## src/rtl/temp_sensor_if.sv

```systemverilog
// temp_sensor_if: serial front-end for the home temperature sensor.
// Drives cs_n/sclk, shifts in an 8-bit reading plus a parity bit once per
// sampling period, and publishes the reading clamped to 0..31 degC.
// Optional feature: define TEMP_AVG_EN to publish a 4-sample running average
// instead of the latest clamped value.
module temp_sensor_if #(
    parameter int CLK_DIV       = 4,
    parameter int SAMPLE_PERIOD = 1000
) (
    input  logic       clk,
    input  logic       rst,
    input  logic       sensor_sdo,
    output logic       sensor_cs_n,
    output logic       sensor_sclk,
    output logic [4:0] temperature,
    output logic       temp_valid,
    output logic       temp_ready,
    output logic       temp_err
);

    localparam int PW = $clog2(SAMPLE_PERIOD);
    localparam int DW = (CLK_DIV > 1) ? $clog2(CLK_DIV) : 1;

    typedef enum logic [1:0] {IDLE, SETUP, SHIFT, DONE} state_t;

    state_t          state;
    state_t          next_state;
    logic [PW-1:0]   period_cnt;
    logic [DW-1:0]   div_cnt;
    logic [4:0]      edge_cnt;
    logic [8:0]      shreg;
    logic            tick;
    logic            div_last;
    logic            frame_good;
    logic [4:0]      clamped;
    logic [4:0]      new_temp;

    // Saturate the raw 8-bit reading into the 0..31 range the AC block accepts.
    function automatic logic [4:0] clamp_temp(input logic [7:0] raw);
        return (raw > 8'd31) ? 5'd31 : raw[4:0];
    endfunction

    assign tick       = (period_cnt == PW'(SAMPLE_PERIOD - 1));
    assign div_last   = (div_cnt == DW'(CLK_DIV - 1));
    assign frame_good = ~^shreg;
    assign clamped    = clamp_temp(shreg[8:1]);

    // Free-running sampling period counter; wraps regardless of FSM state.
    always_ff @(posedge clk or negedge rst) begin
        if (!rst) begin
            period_cnt <= '0;
        end else if (tick) begin
            period_cnt <= '0;
        end else begin
            period_cnt <= period_cnt + 1'b1;
        end
    end

    // FSM state register.
    always_ff @(posedge clk or negedge rst) begin
        if (!rst) begin
            state <= IDLE;
        end else begin
            state <= next_state;
        end
    end

    // Next-state logic; ticks outside IDLE are simply ignored.
    always_comb begin
        next_state = state;
        case (state)
            IDLE:    if (tick) next_state = SETUP;
            SETUP:   if (div_last) next_state = SHIFT;
            SHIFT:   if (div_last && (edge_cnt == 5'd17)) next_state = DONE;
            DONE:    next_state = IDLE;
            default: next_state = IDLE;
        endcase
    end

    // Serial bus timing: cs_n, sclk divider and sclk edge count, all glitch-free registers.
    always_ff @(posedge clk or negedge rst) begin
        if (!rst) begin
            sensor_cs_n <= 1'b1;
            sensor_sclk <= 1'b0;
            div_cnt     <= '0;
            edge_cnt    <= '0;
        end else begin
            sensor_cs_n <= !((next_state == SETUP) || (next_state == SHIFT));
            if ((state == SETUP) || (state == SHIFT)) begin
                div_cnt <= div_last ? '0 : div_cnt + 1'b1;
            end else begin
                div_cnt <= '0;
            end
            if (state == SHIFT) begin
                if (div_last) begin
                    sensor_sclk <= ~sensor_sclk;
                    edge_cnt    <= edge_cnt + 5'd1;
                end
            end else begin
                sensor_sclk <= 1'b0;
                edge_cnt    <= '0;
            end
        end
    end

    // Capture sdo on the cycle sclk rises; after 9 bits shreg = {raw[7:0], parity}.
    always_ff @(posedge clk) begin
        if ((state == SHIFT) && div_last && !sensor_sclk) begin
            shreg <= {shreg[7:0], sensor_sdo};
        end
    end

`ifdef TEMP_AVG_EN
    logic [4:0] hist      [4];
    logic [4:0] hist_next [4];
    logic [6:0] hist_sum;

    // Candidate history for a good frame: the first good sample fills every entry.
    always_comb begin
        if (!temp_ready) begin
            for (int i = 0; i < 4; i++) hist_next[i] = clamped;
        end else begin
            hist_next[0] = clamped;
            for (int i = 1; i < 4; i++) hist_next[i] = hist[i-1];
        end
        hist_sum = {2'b00, hist_next[0]} + {2'b00, hist_next[1]} +
                   {2'b00, hist_next[2]} + {2'b00, hist_next[3]};
    end

    assign new_temp = hist_sum[6:2];

    // History only advances on good frames.
    always_ff @(posedge clk or negedge rst) begin
        if (!rst) begin
            for (int i = 0; i < 4; i++) hist[i] <= '0;
        end else if ((state == DONE) && frame_good) begin
            for (int i = 0; i < 4; i++) hist[i] <= hist_next[i];
        end
    end
`else
    assign new_temp = clamped;
`endif

    // Publish the frame result on the edge that ends DONE.
    always_ff @(posedge clk or negedge rst) begin
        if (!rst) begin
            temperature <= '0;
            temp_valid  <= 1'b0;
            temp_ready  <= 1'b0;
            temp_err    <= 1'b0;
        end else begin
            temp_valid <= 1'b0;
            temp_err   <= 1'b0;
            if (state == DONE) begin
                if (frame_good) begin
                    temperature <= new_temp;
                    temp_valid  <= 1'b1;
                    temp_ready  <= 1'b1;
                end else begin
                    temp_err <= 1'b1;
                end
            end
        end
    end

endmodule

```

## config.mk

```make
export PLATFORM = sky130hd
export DESIGN_NAME = temp_sensor_if
export DESIGN_NICKNAME = d
export VERILOG_FILES = /design/src/rtl/temp_sensor_if.sv
export SDC_FILE = /design/constraint.sdc
export NUM_CORES = 1
export LEC_CHECK = 0
export CAP_MARGIN = 25
export CORE_AREA = 2 2 95 60
export CTS_CLUSTER_DIAMETER = 30
export DETAILED_ROUTE_END_ITERATION = 7
export DIE_AREA = 0 0 97 62
export HOLD_SLACK_MARGIN = 0.05
export PLACE_DENSITY_LB_ADDON = 0.2
export SLEW_MARGIN = 20
export SYNTH_ARGS = -nofsm -noshare
export SYNTH_HDL_FRONTEND = slang
export SYNTH_SLANG_ARGS = --single-unit
```

## constraint.sdc

```tcl
create_clock -name clk -period 3.7 [get_ports clk]
set_input_delay 0.555 -clock clk [delete_from_list [all_inputs] [get_ports clk]]
set_output_delay 0.555 -clock clk [all_outputs]
set_load 0.05 [all_outputs]
```

==> flow_summary_export.csv <==
group,metric,value,unit
floorplanning,fp.dieW,97,um
finish,layout-drive-gt1-share,11.32,%
pwr,netSwitchingPower,0.1541,mW
drt,first_pass_iters,4,
status,status,"completed",
worst_setup_path,ff2ff_setup_slack,1770,ps
worst_setup_path,critPathBufInv,1,
synthesis,synth_edf_count,9,
worst_setup_path,crit_fanout,1,
place,io_buffers,12,
drt,routedWlPerCell,12.94,um
sta,timing.final.crit_share,57.87,%
drt,viasPerCell,4.605,
finish,n_antenna_cell,0,
worst_setup_path,r2r-start,"shreg[5]",
floorplanning,num_rows,21,
clock_network,clk_latency,290,ps
synthesis,avgSynthCellArea,12.60,sq um
global_routing,grtUsageTotal,11.10,%
floorplanning,die_area,6014,sq um
worst_setup_path,critPathRequiredTime,3140,ps
clock_network,cts.path.max_buffers,2,
clock_network,cts_tree,"yes",
synthesis,netlist_area,1764,sq um
worst_setup_path,worstSetupStartpointType,"flop",
pwr,clkPwrFrac,48.4,%
global_routing,grt_pass1_wl,5002,um
synthesis,async_flop_share,76.32,%
sta,whs,452.7,ps
clock_network,cts_sinks,38,
worst_setup_path,worstSetupEndpointType,"output pin",
finish,fillers,498,
clock_network,cts_buffers,5,
place,gp_congestion,0.7236,
pwr,seqPwrFrac,50.6,%
sta,grt_setup_unrepaired,"no",
drt,drt-initial-drc-count,27,
synthesis,synth_fp_nets,152,
drt,wl,2950,um
clock_network,hold_buffers,0,
clock_network,htreeDepth,2,
worst_setup_path,critPathSlowestCell,"clkdlybuf4s50_1",
clock_network,cts_resized,0,
sta,final_max_slew_viol_count,0,
synthesis,ys.flop_type,"dfrtp_1",
sta,slew-limit-headroom,51.42,%
worst_setup_path,path_cells,"clkdlybuf4s50_1",
pwr,swShare,18.26,%
finish,post-route-util,39.90,%
synthesis,synth_cell_types,37,
floorplanning,core,5281,sq um
pwr,cell_internal_pwr,0.6902,mW
worst_setup_path,cp-endpoint,"sensor_cs_n",
global_routing,grt_pass1_vias,1027,
synthesis,ys_ff_latch,38,
sta,fmax,467.0,MHz
worst_setup_path,path_class,"reg -> out",
sta,setup_viol,0,
finish,nNetsFinal,170,
min_path,hold_start,"div_cnt[0]",
worst_setup_path,worst_r2r_endpoint,"temperature[1]",
finish,syn_to_final_growth,19.43,%
drt,route.antenna.remaining_nets,0,
sta,tightest_slew,726.1,ps
sta,skew,8.067,ps
sta,fin_tns_setup,0,ps
global_routing,grt_max_degree,30,
worst_setup_path,worstRegToRegCells,4,
clock_network,clkTransAtPathRegs,70,ps
pwr,powerDensity,400.7,nW/um^2
worst_setup_path,cpPeakStageDelay,790,ps
drt,vias,1050,
floorplanning,io_pins,13,
pwr,pwr-share-comb,1.0,%
global_routing,antenna_found_initial,0,
pwr,leakage,0.9116,nW
global_routing,overflow,0,
synthesis,syn_inst,140,
worst_setup_path,cp-startpoint,"sensor_cs_n",
sta,fin_crit,2141,ps
clock_network,root_buffer,"clkbuf_8",
place,dp_hpwl,2140,um
drt,drc,0,
sta,hold_viol,0,
min_path,hold_path.class,"reg -> reg",
worst_setup_path,crit_arrival,1590,ps
floorplanning,initial_core_util,33.40,%
worst_setup_path,crit_family,"buffers and inverters",
flow_run,cap_violations,0,
clock_network,cts_setup_buffers,0,
floorplanning,die_h,62,um
place,post-place-ws,1774,ps
sta,layout_setup_ws,1559,ps
synthesis,synth-seq-area-share,56.52,%
worst_setup_path,path_depth,1,
synthesis,ys_warn_count,0,
pwr,ir_drop,0.0001196,V
[flip-flops by register name (all words and copies together) (netlist names)]
signal,cells
state,2
temperature,5
temp_err,1
edge_cnt,5
temp_valid,1
div_cnt,2
shreg,9
sensor_sclk,1
sensor_cs_n,1
temp_ready,1
period_cnt,10
[stage by stage]
step                instance area, sq um  std cells  power, mW
finish                              2107        228     0.8443
global route                        2107        228     0.8774
CTS                                 2107        228     0.8569
detailed placement                  1969        220     0.4452
global placement                    1969        220     0.4450
floorplan                           1764        140     0.4358
[how the worst min path moves through the flow]
stage	end	slack [ps]	cells past startpoint
after floorplan	div_cnt[0]	260	0
after global placement	div_cnt[0]	430	1
after detailed placement	div_cnt[0]	440	1
after CTS	div_cnt[0]	450	1
after global routing	div_cnt[0]	470	1
final	div_cnt[0]	450	1
[power groups by stage]
| stage | clock network, mW | logic [mW] | registers, mW |
|---|---|---|---|
| after floorplan | 0 | 0.000000333 | 0.436 |
| after global placement | 0 | 0.00928 | 0.436 |
| after detailed placement | 0 | 0.00951 | 0.436 |
| after CTS | 0.420 | 0.00951 | 0.427 |
| after global routing | 0.440 | 0.0107 | 0.427 |
| final | 0.408 | 0.00884 | 0.427 |
[kinds of logic (layout without fill, tap and decap cells)]
| logic type | count (synthesis) | after routing | share of synthesized area [%] |
|---|---|---|---|
| muxes | 6 | 6 | 4.468 |
| DFF | 38 | 38 | 56.53 |
| adders and majority gates | 9 | 9 | 6.383 |
| buffers and inverters | 5 | 24 | 1.134 |
| xor gates and xnor gates | 17 | 17 | 10.07 |
| AOI/OAI and AO/OA | 13 | 13 | 4.894 |
| and+or+nand+nor | 52 | 52 | 16.53 |
[final cells by class]
type | instances | area [sq um] | area share [%]
timing repair buffer | 13 | 127.6 | 6.057
sequential | 38 | 997.2 | 47.33
inverter | 3 | 11.26 | 0.5344
clock buffer | 7 | 107.6 | 5.107
multi-input combinational | 97 | 747.0 | 35.45
clock inverter | 1 | 30.03 | 1.425
tap | 69 | 86.33 | 4.097
[synth_stat cells (all sizes together), types with 3 or more instances]
cell type	count	area [sq um]
ha	9	112.6
edfxtp	9	270.3
inv	3	11.26
mux2	5	56.30
nor2	9	33.78
nand2b	6	37.54
nand3	4	20.02
and2	7	43.79
a21oi	4	20.02
nand2	7	26.28
and3	3	18.77
xor2	7	61.31
xnor2	8	70.07
dfrtp	28	700.7
nor3	3	15.01
[cell usage in the layout (no fill, tap or decap), types with 3 or more instances in the layout]
cell type,n
ha_1,9
clkbuf_8,6
and3_1,3
inv_1,3
nand2_1,7
nand3_1,4
xor2_1,7
nand2b_1,6
xnor2_1,8
nor3_1,3
edfxtp_1,9
dfrtp_1,28
mux2_2,5
a21oi_1,4
nor2_1,9
clkdlybuf4s50_1,12
and2_1,7
[layer usage]
| metal | up-vias | routed length [um] | global-route usage, % |
|---|---|---|---|
| li1 | 519 | - | - |
| met5 | - | 0 | 0 |
| met2 | 26 | 1236 | 17.56 |
| met1 | 498 | 1537 | 14.53 |
| met3 | 7 | 119 | 3.468 |
| met4 | 0 | 57 | 4.829 |
Note: power is estimated with default switching activity, not from simulation.
